## config.mk

```make
export PLATFORM = sky130hd
export DESIGN_NAME = primitive_fetcher
export DESIGN_NICKNAME = d
export VERILOG_FILES = /design/src/rtl/primitive_fetcher_pkg.sv /design/src/rtl/primitive_fetcher_area.sv /design/src/rtl/primitive_fetcher.sv
export SDC_FILE = /design/constraint.sdc
export NUM_CORES = 1
export LEC_CHECK = 0
export CORE_UTILIZATION = 40
export CTS_CLUSTER_SIZE = 28
export DETAILED_ROUTE_END_ITERATION = 10
export HOLD_SLACK_MARGIN = 0.06
export PLACE_DENSITY = 0.79
export RECOVER_POWER = 50
export REMOVE_ABC_BUFFERS = 1
export SYNTH_ARGS = -nofsm -noshare
export SYNTH_HDL_FRONTEND = slang
export SYNTH_SLANG_ARGS = --single-unit
```

## constraint.sdc

```tcl
create_clock -name aClock -period 3.66 [get_ports aClock]
set_input_delay 0.732 -clock aClock [delete_from_list [all_inputs] [get_ports aClock]]
set_output_delay 0.732 -clock aClock [all_outputs]
set_load 0.05 [all_outputs]
```

## src/rtl/primitive_fetcher_pkg.sv

```systemverilog
// Shared types for the primitive fetcher: vertex/triangle record layout and FSM states.
package Types;

   // Vertex packs as one memory word: {y[31:16], x[15:0]}.
   typedef struct packed {
      logic signed [15:0] y;
      logic signed [15:0] x;
   } Vertex;

   typedef struct packed {
      logic [2:0] colour;
      Vertex      v2;
      Vertex      v1;
      Vertex      v0;
   } TriangleData;

   typedef enum logic [1:0] {
      IDLE,
      FETCH,
      COMMIT,
      DONE
   } FetcherState;

   localparam int unsigned WORDS_PER_TRIANGLE = 4;

endpackage

```

## src/rtl/primitive_fetcher_area.sv

```systemverilog
// Signed doubled triangle area; non-positive means back-facing or degenerate.
// Only instantiated when ILLUSION_BACKFACE_CULL_EN is defined.
module TriangleArea
   import Types::*;
(
   input  Vertex              aV0,
   input  Vertex              aV1,
   input  Vertex              aV2,
   output logic signed [34:0] anOutArea
);

   logic signed [16:0] dx1, dy1, dx2, dy2;
   logic signed [33:0] p0, p1;

   always_comb begin
      dx1 = {aV1.x[15], aV1.x} - {aV0.x[15], aV0.x};
      dy1 = {aV1.y[15], aV1.y} - {aV0.y[15], aV0.y};
      dx2 = {aV2.x[15], aV2.x} - {aV0.x[15], aV0.x};
      dy2 = {aV2.y[15], aV2.y} - {aV0.y[15], aV0.y};
      p0  = 34'(dx1) * 34'(dy2);
      p1  = 34'(dx2) * 34'(dy1);
      anOutArea = 35'(p0) - 35'(p1);
   end

endmodule

```

## src/rtl/primitive_fetcher.sv

```systemverilog
// Fetches a list of 4-word triangle records from memory into a slotted primitive cache.
// Optional back-face culling is enabled by defining ILLUSION_BACKFACE_CULL_EN.
module primitive_fetcher
   import Types::*;
#(
   parameter int DEPTH       = 32,
   parameter int INDEX_WIDTH = $clog2(DEPTH)
) (
   input  logic                   aClock,
   input  logic                   aReset,
   input  logic                   aStart,
   input  logic [31:0]            aBaseAddr,
   input  logic [15:0]            aTriangleCount,
   output logic [31:0]            anOutMemoryAddr,
   input  logic [31:0]            aMemoryData,
   output logic                   anOutMemoryEnable,
   input  logic                   aMemoryValid,
   output logic [INDEX_WIDTH-1:0] anOutPrimitiveWriteAddress,
   output TriangleData            anOutPrimitiveWriteData,
   output logic                   anOutPrimitiveWriteEnable,
   input  logic                   aPrimitiveRelease,
   output logic [INDEX_WIDTH:0]   anOutOccupancy,
   output logic                   anOutBusy,
`ifdef ILLUSION_BACKFACE_CULL_EN
   output logic [15:0]            anOutCulledCount,
`endif
   output logic                   anOutDone
);

   localparam logic [1:0]           LAST_WORD = 2'(WORDS_PER_TRIANGLE - 1);
   localparam logic [INDEX_WIDTH:0] FULL      = (INDEX_WIDTH + 1)'(DEPTH);

   FetcherState            state_q, state_d;
   logic [31:0]            base_q, base_d;
   logic [15:0]            count_q, count_d;
   logic [15:0]            tri_q, tri_d;
   logic [1:0]             word_q, word_d;
   logic                   gap_q, gap_d;
   logic [31:0]            w0_q, w0_d, w1_q, w1_d, w2_q, w2_d;
   logic [2:0]             colour_q, colour_d;
   logic [INDEX_WIDTH-1:0] wptr_q, wptr_d;
   logic [INDEX_WIDTH:0]   occ_q, occ_d;
   logic                   mem_en, wr_en, advance, skip, rel_eff;
   TriangleData            record;

   assign record = {colour_q, w2_q, w1_q, w0_q};

`ifdef ILLUSION_BACKFACE_CULL_EN
   logic [15:0]        culled_q, culled_d;
   logic signed [34:0] area;

   TriangleArea u_area (
      .aV0       (record.v0),
      .aV1       (record.v1),
      .aV2       (record.v2),
      .anOutArea (area)
   );

   assign skip             = (area <= 35'sd0);
   assign anOutCulledCount = culled_q;
`else
   assign skip = 1'b0;
`endif

   always_ff @(posedge aClock or negedge aReset) begin
      if (!aReset) begin
         state_q  <= IDLE;
         base_q   <= '0;
         count_q  <= '0;
         tri_q    <= '0;
         word_q   <= '0;
         gap_q    <= 1'b0;
         w0_q     <= '0;
         w1_q     <= '0;
         w2_q     <= '0;
         colour_q <= '0;
         wptr_q   <= '0;
         occ_q    <= '0;
`ifdef ILLUSION_BACKFACE_CULL_EN
         culled_q <= '0;
`endif
      end else begin
         state_q  <= state_d;
         base_q   <= base_d;
         count_q  <= count_d;
         tri_q    <= tri_d;
         word_q   <= word_d;
         gap_q    <= gap_d;
         w0_q     <= w0_d;
         w1_q     <= w1_d;
         w2_q     <= w2_d;
         colour_q <= colour_d;
         wptr_q   <= wptr_d;
         occ_q    <= occ_d;
`ifdef ILLUSION_BACKFACE_CULL_EN
         culled_q <= culled_d;
`endif
      end
   end

   always_comb begin
      state_d  = state_q;
      base_d   = base_q;
      count_d  = count_q;
      tri_d    = tri_q;
      word_d   = word_q;
      gap_d    = gap_q;
      w0_d     = w0_q;
      w1_d     = w1_q;
      w2_d     = w2_q;
      colour_d = colour_q;
      wptr_d   = wptr_q;
`ifdef ILLUSION_BACKFACE_CULL_EN
      culled_d = culled_q;
`endif
      mem_en   = 1'b0;
      wr_en    = 1'b0;
      advance  = 1'b0;
      unique case (state_q)
         IDLE: begin
            if (aStart) begin
               base_d  = aBaseAddr;
               count_d = aTriangleCount;
               tri_d   = '0;
               word_d  = '0;
               gap_d   = 1'b0;
`ifdef ILLUSION_BACKFACE_CULL_EN
               culled_d = '0;
`endif
               state_d = (aTriangleCount == 16'd0) ? DONE : FETCH;
            end
         end
         FETCH: begin
            // gap_q forces the one idle request cycle between consecutive words
            if (gap_q) begin
               gap_d = 1'b0;
            end else begin
               mem_en = 1'b1;
               if (aMemoryValid) begin
                  case (word_q)
                     2'd0:    w0_d     = aMemoryData;
                     2'd1:    w1_d     = aMemoryData;
                     2'd2:    w2_d     = aMemoryData;
                     default: colour_d = aMemoryData[2:0];
                  endcase
                  word_d = word_q + 2'd1;
                  if (word_q == LAST_WORD) begin
                     gap_d   = 1'b0;
                     state_d = COMMIT;
                  end else begin
                     gap_d = 1'b1;
                  end
               end
            end
         end
         COMMIT: begin
            if (skip) begin
`ifdef ILLUSION_BACKFACE_CULL_EN
               culled_d = culled_q + 16'd1;
`endif
               advance = 1'b1;
            end else if (occ_q < FULL) begin
               wr_en   = 1'b1;
               wptr_d  = (wptr_q == INDEX_WIDTH'(DEPTH - 1)) ? '0 : wptr_q + 1'b1;
               advance = 1'b1;
            end
         end
         DONE: begin
            state_d = IDLE;
         end
      endcase
      if (advance) begin
         tri_d   = tri_q + 16'd1;
         word_d  = '0;
         state_d = (tri_q + 16'd1 == count_q) ? DONE : FETCH;
      end
   end

   assign rel_eff = aPrimitiveRelease && (occ_q != '0);

   always_comb begin
      occ_d = occ_q;
      if (wr_en && !rel_eff)
         occ_d = occ_q + 1'b1;
      else if (!wr_en && rel_eff)
         occ_d = occ_q - 1'b1;
   end

   assign anOutMemoryEnable          = mem_en;
   assign anOutMemoryAddr            = mem_en ? base_q + {12'b0, tri_q, 4'b0} + {28'b0, word_q, 2'b0} : '0;
   assign anOutPrimitiveWriteEnable  = wr_en;
   assign anOutPrimitiveWriteAddress = wptr_q;
   assign anOutPrimitiveWriteData    = record;
   assign anOutOccupancy             = occ_q;
   assign anOutBusy                  = (state_q != IDLE);
   assign anOutDone                  = (state_q == DONE);

endmodule

```

==> results.rst <==
.. list-table::
   :header-rows: 1

   * - Metric
     - Value
   * - Outcome
     - finished with violations
   * - Violations in the final reports
     - capacitance limit, slew limit
   * - Ys flop type
     - dfrtp_1
   * - Number of synthesized register bits
     - 179
   * - Leading cell type in the layout, fill and taps excluded
     - clkdlybuf4s50_1
   * - Share of the synthesized netlist area taken by xor and xnor gates
     - 3.062%
   * - Simple logic cell fraction of the synthesized area
     - 12.06%
   * - Average vias per placed instance
     - 5.428
   * - Pins over their slew limit
     - 71
   * - Unrepaired setup endpoints after global routing
     - true
   * - Multiplexer share of the synthesized area
     - 18.59%
   * - Overall Global Routing Usage
     - 21.31%
   * - Power, Total
     - 13280 µW
   * - Worst vdd ir
     - 0.0008871 V
   * - Global placement routability congestion
     - 0.9172
   * - Number of synthesized flops with an enable pin
     - 0
   * - Global-route wire length before repair
     - 39450 µm
   * - Final std cell area, no fill
     - 12820 µm²
   * - Fraction of final layout cells with drive strength greater than 1
     - 26.89%
   * - Instance count of the mapped netlist
     - 804
   * - Pre-Repair DR Iteration Count
     - 5
   * - Arrival time worst endpoint
     - 2910 ps
   * - Via count of the first global-routing pass
     - 7469
   * - Post-Synthesis Mean Instance Area
     - 11.38 µm²
   * - CTS Hold Buffers Added
     - 0
   * - Worst flop-to-flop path startpoint
     - state_q[1]$_DFFE_PN0P_
   * - Clock sink total
     - 179
   * - Count of final setup violators
     - 0
   * - Cell area after placement
     - 11990 µm²
   * - Critical path buffer and inverter count
     - 2
   * - Setup WS post-layout
     - 13.75 ps
   * - Final Non-Filler Cells
     - 1338
   * - Cell total after placement
     - 1297
   * - Worst Hold Class
     - reg2reg
   * - Ratio of final minimum period to clock period
     - 99.62%
   * - DRC violations left
     - 0
   * - Final Net Count
     - 1162
   * - Number of endpoints with negative hold slack in the final report
     - 0
   * - Die Span Y
     - 153.3 µm
   * - Rel. slew slack
     - -21.53%
   * - Number of distinct standard cells referenced by the synthesized netlist
     - 66
   * - Count of input and output buffers
     - 230
   * - Worst setup path endpoint
     - anOutMemoryAddr[30]
   * - Post-Route WL
     - 24720 µm
   * - Complex-gate fraction of the synthesized area
     - 10.06%
   * - Leakage power total
     - 0.005366 µW
   * - Wire per inst
     - 18.48 µm
   * - Critical path depth
     - 10
   * - Worst Skew
     - 18.39 ps
   * - Maximum number of pins on one net before global-route repair
     - 71
   * - CTS H-tree depth
     - 4
   * - Post-synthesis sequential area ratio
     - 48.94%
   * - Launching instance or port of the critical path
     - base_q[2]$_DFFE_PN0P_
   * - Cell at the root of the clock tree
     - clkbuf_16
   * - Remaining global-route overflow
     - 0
   * - Synthesized-area fraction occupied by adder cells
     - 4.675%
   * - DRC violation total after the first TritonRoute iteration
     - 264
   * - Area delta synth->final
     - 40.08%
   * - FF-to-FF End
     - base_q[24]$_DFFE_PN0P_
   * - Clock latency on the worst-skew pair
     - 450 ps
   * - Crit Path Max Fanout
     - 8
   * - Kind of end point of the critical path
     - primary output
   * - Initial Util
     - 41.30%
   * - Type of the worst setup path
     - reg2out
   * - CP required
     - 2930 ps
   * - Core Rows
     - 54
   * - Count of antenna-violating nets left after detailed routing
     - 0
   * - Clock Path Buffers
     - 2
   * - Clock-pin slew on the worst setup and hold paths
     - 70 ps
   * - Netlist area before placement
     - 9153 µm²
   * - Number of clock buffers inserted by TritonCTS
     - 17
   * - Yosys warns
     - 0
   * - Element type at the critical path start
     - flip-flop
   * - Launch point of the worst hold path
     - w1_q[1]$_DFFE_PN0P_
   * - Cell-by-cell listing of the critical path
     - ha_2 > inv_2 > fa_2 > nor2b_4 > o21bai_4 > a211oi_4 > nor3_4 > or4_4 > a21oi_4 > buf_12
   * - Post-DP HPWL
     - 17710 µm
   * - Maximum frequency from static timing analysis
     - 274.3 MHz
   * - Reg-to-reg slack, setup
     - 300 ps
   * - Clock tree from TritonCTS
     - done
   * - Fraction of registers with async set/reset
     - 100.0%
   * - Shortest period the worst path allows
     - 3646 ps
   * - Max-cap violation count
     - 1
   * - Combinational family with the most area after synthesis
     - multiplexers
   * - Worst r2r path cells
     - 4
   * - # IOs
     - 231
   * - Most frequent cells in the layout
     - clkdlybuf4s50_1, dfrtp_1, mux2_2
   * - Dominant delay contributor by cell family on the critical path
     - simple AND/OR/NAND/NOR gates
   * - Core Region
     - 22160 µm²
   * - DR vias
     - 7263
   * - Slowest cell on the critical path
     - or4_4
   * - Peak per-stage delay on the critical path
     - 510 ps
   * - Die Area
     - 23490 µm²
   * - Initial antenna violation count
     - 4
   * - Power Dens Cells
     - 1036 nW/µm²
   * - Chip width
     - 153.3 µm
   * - Post-Place Setup Slack
     - 151.7 ps
   * - Pin slew with the least headroom to its limit
     - 1823 ps
   * - Setup TNS
     - 0 ps
## how the worst min path moves through the flow
stage | end | slack (ps) | cells after the start
final | w1_q[1]$_DFFE_PN0P_ | 500 | 1
after global routing | w0_q[25]$_DFFE_PN0P_ | 520 | 1
after CTS | base_q[1]$_DFFE_PN0P_ | 330 | 1
after detailed placement | w1_q[1]$_DFFE_PN0P_ | 480 | 1
after global placement | w0_q[2]$_DFFE_PN0P_ | 470 | 1
after floorplan | anOutOccupancy[0]$_DFFE_PN0P_ | 440 | 0
## Yosys cell counts, drive strengths merged, types with 7 or more instances
| cell type | n | area, µm² |
|---|---|---|
| inv | 25 | 93.84 |
| o21a | 7 | 52.55 |
| buf | 24 | 117.6 |
| nor3 | 26 | 140.1 |
| mux2i | 8 | 80.08 |
| o31ai | 10 | 80.07 |
| clkbuf | 7 | 27.52 |
| dfrtp | 179 | 4479 |
| ha | 31 | 387.9 |
| a21oi | 32 | 160.2 |
| nand2 | 58 | 217.7 |
| nand3 | 26 | 150.2 |
| mux2 | 144 | 1622 |
| o21ai | 45 | 225.2 |
| xnor2 | 23 | 201.4 |
| a21o | 7 | 52.55 |
| xor2 | 9 | 78.83 |
| nor2 | 44 | 167.7 |
| a31oi | 7 | 43.79 |
## what timing repair did
action,in CTS,in global routing
buffers inserted,2,6
gates resized for setup,29,34
endpoints found under the hold margin,0,0
pin swaps,6,11
endpoints found under the setup margin,18,20
## stage by stage
stage | util [%] | hold slack (ps)
2_1_floorplan | - | 436.4
3_3_place_gp | 54.09 | 473.6
3_5_place_dp | 54.09 | 484.6
4_1_cts | 57.31 | 333.0
5_1_grt | 57.83 | 515.5
6_report | 57.85 | 497.9
## layout make-up
cell class                      count  area (µm²)
Antenna cell                        2       5.005
Clock buffer                       17       425.4
Clock inverter                     14       158.9
Fill cell                        1784        9340
Inverter                           25       93.84
Multi-Input combinational cell    569        4671
Sequential cell                   179        4491
Tap cell                          280       350.3
Timing Repair Buffer              252        2626
## sequential cells by signal (all words and copies together) (netlist names)
name	count
anOutPrimitiveWriteAddress	5
gap_q	1
tri_q	16
w0_q	32
word_q	2
colour_q	3
w2_q	32
anOutOccupancy	6
w1_q	32
base_q	32
state_q	2
count_q	16
## kinds of logic after synthesis
logic type,count (synthesis)
XOR/XNOR,32
flip-flops,179
AO/OA/AOI/OAI,143
multiplexers,152
adder cells (fa/ha/maj),33
buffers and inverters,56
AND/OR/NAND/NOR,209
## report_power, final
part / leakage, µW / switching (µW) / internal [µW]
Sequential: 0.00217 / 637 / 2870
Clock: 0.000284 / 902 / 917
Combinational: 0.00292 / 4820 / 3130
Total: 0.00537 / 6360 / 6920
## routing by layer
layer	track usage (%)	vias to the layer above	share of wire, %
li1	-	3375	-
met4	6.542	4	1.9
met3	9.640	35	10
met5	0	-	0.089
met2	34.79	304	47
met1	25.00	3545	40
(Power assumes the default switching activity.)
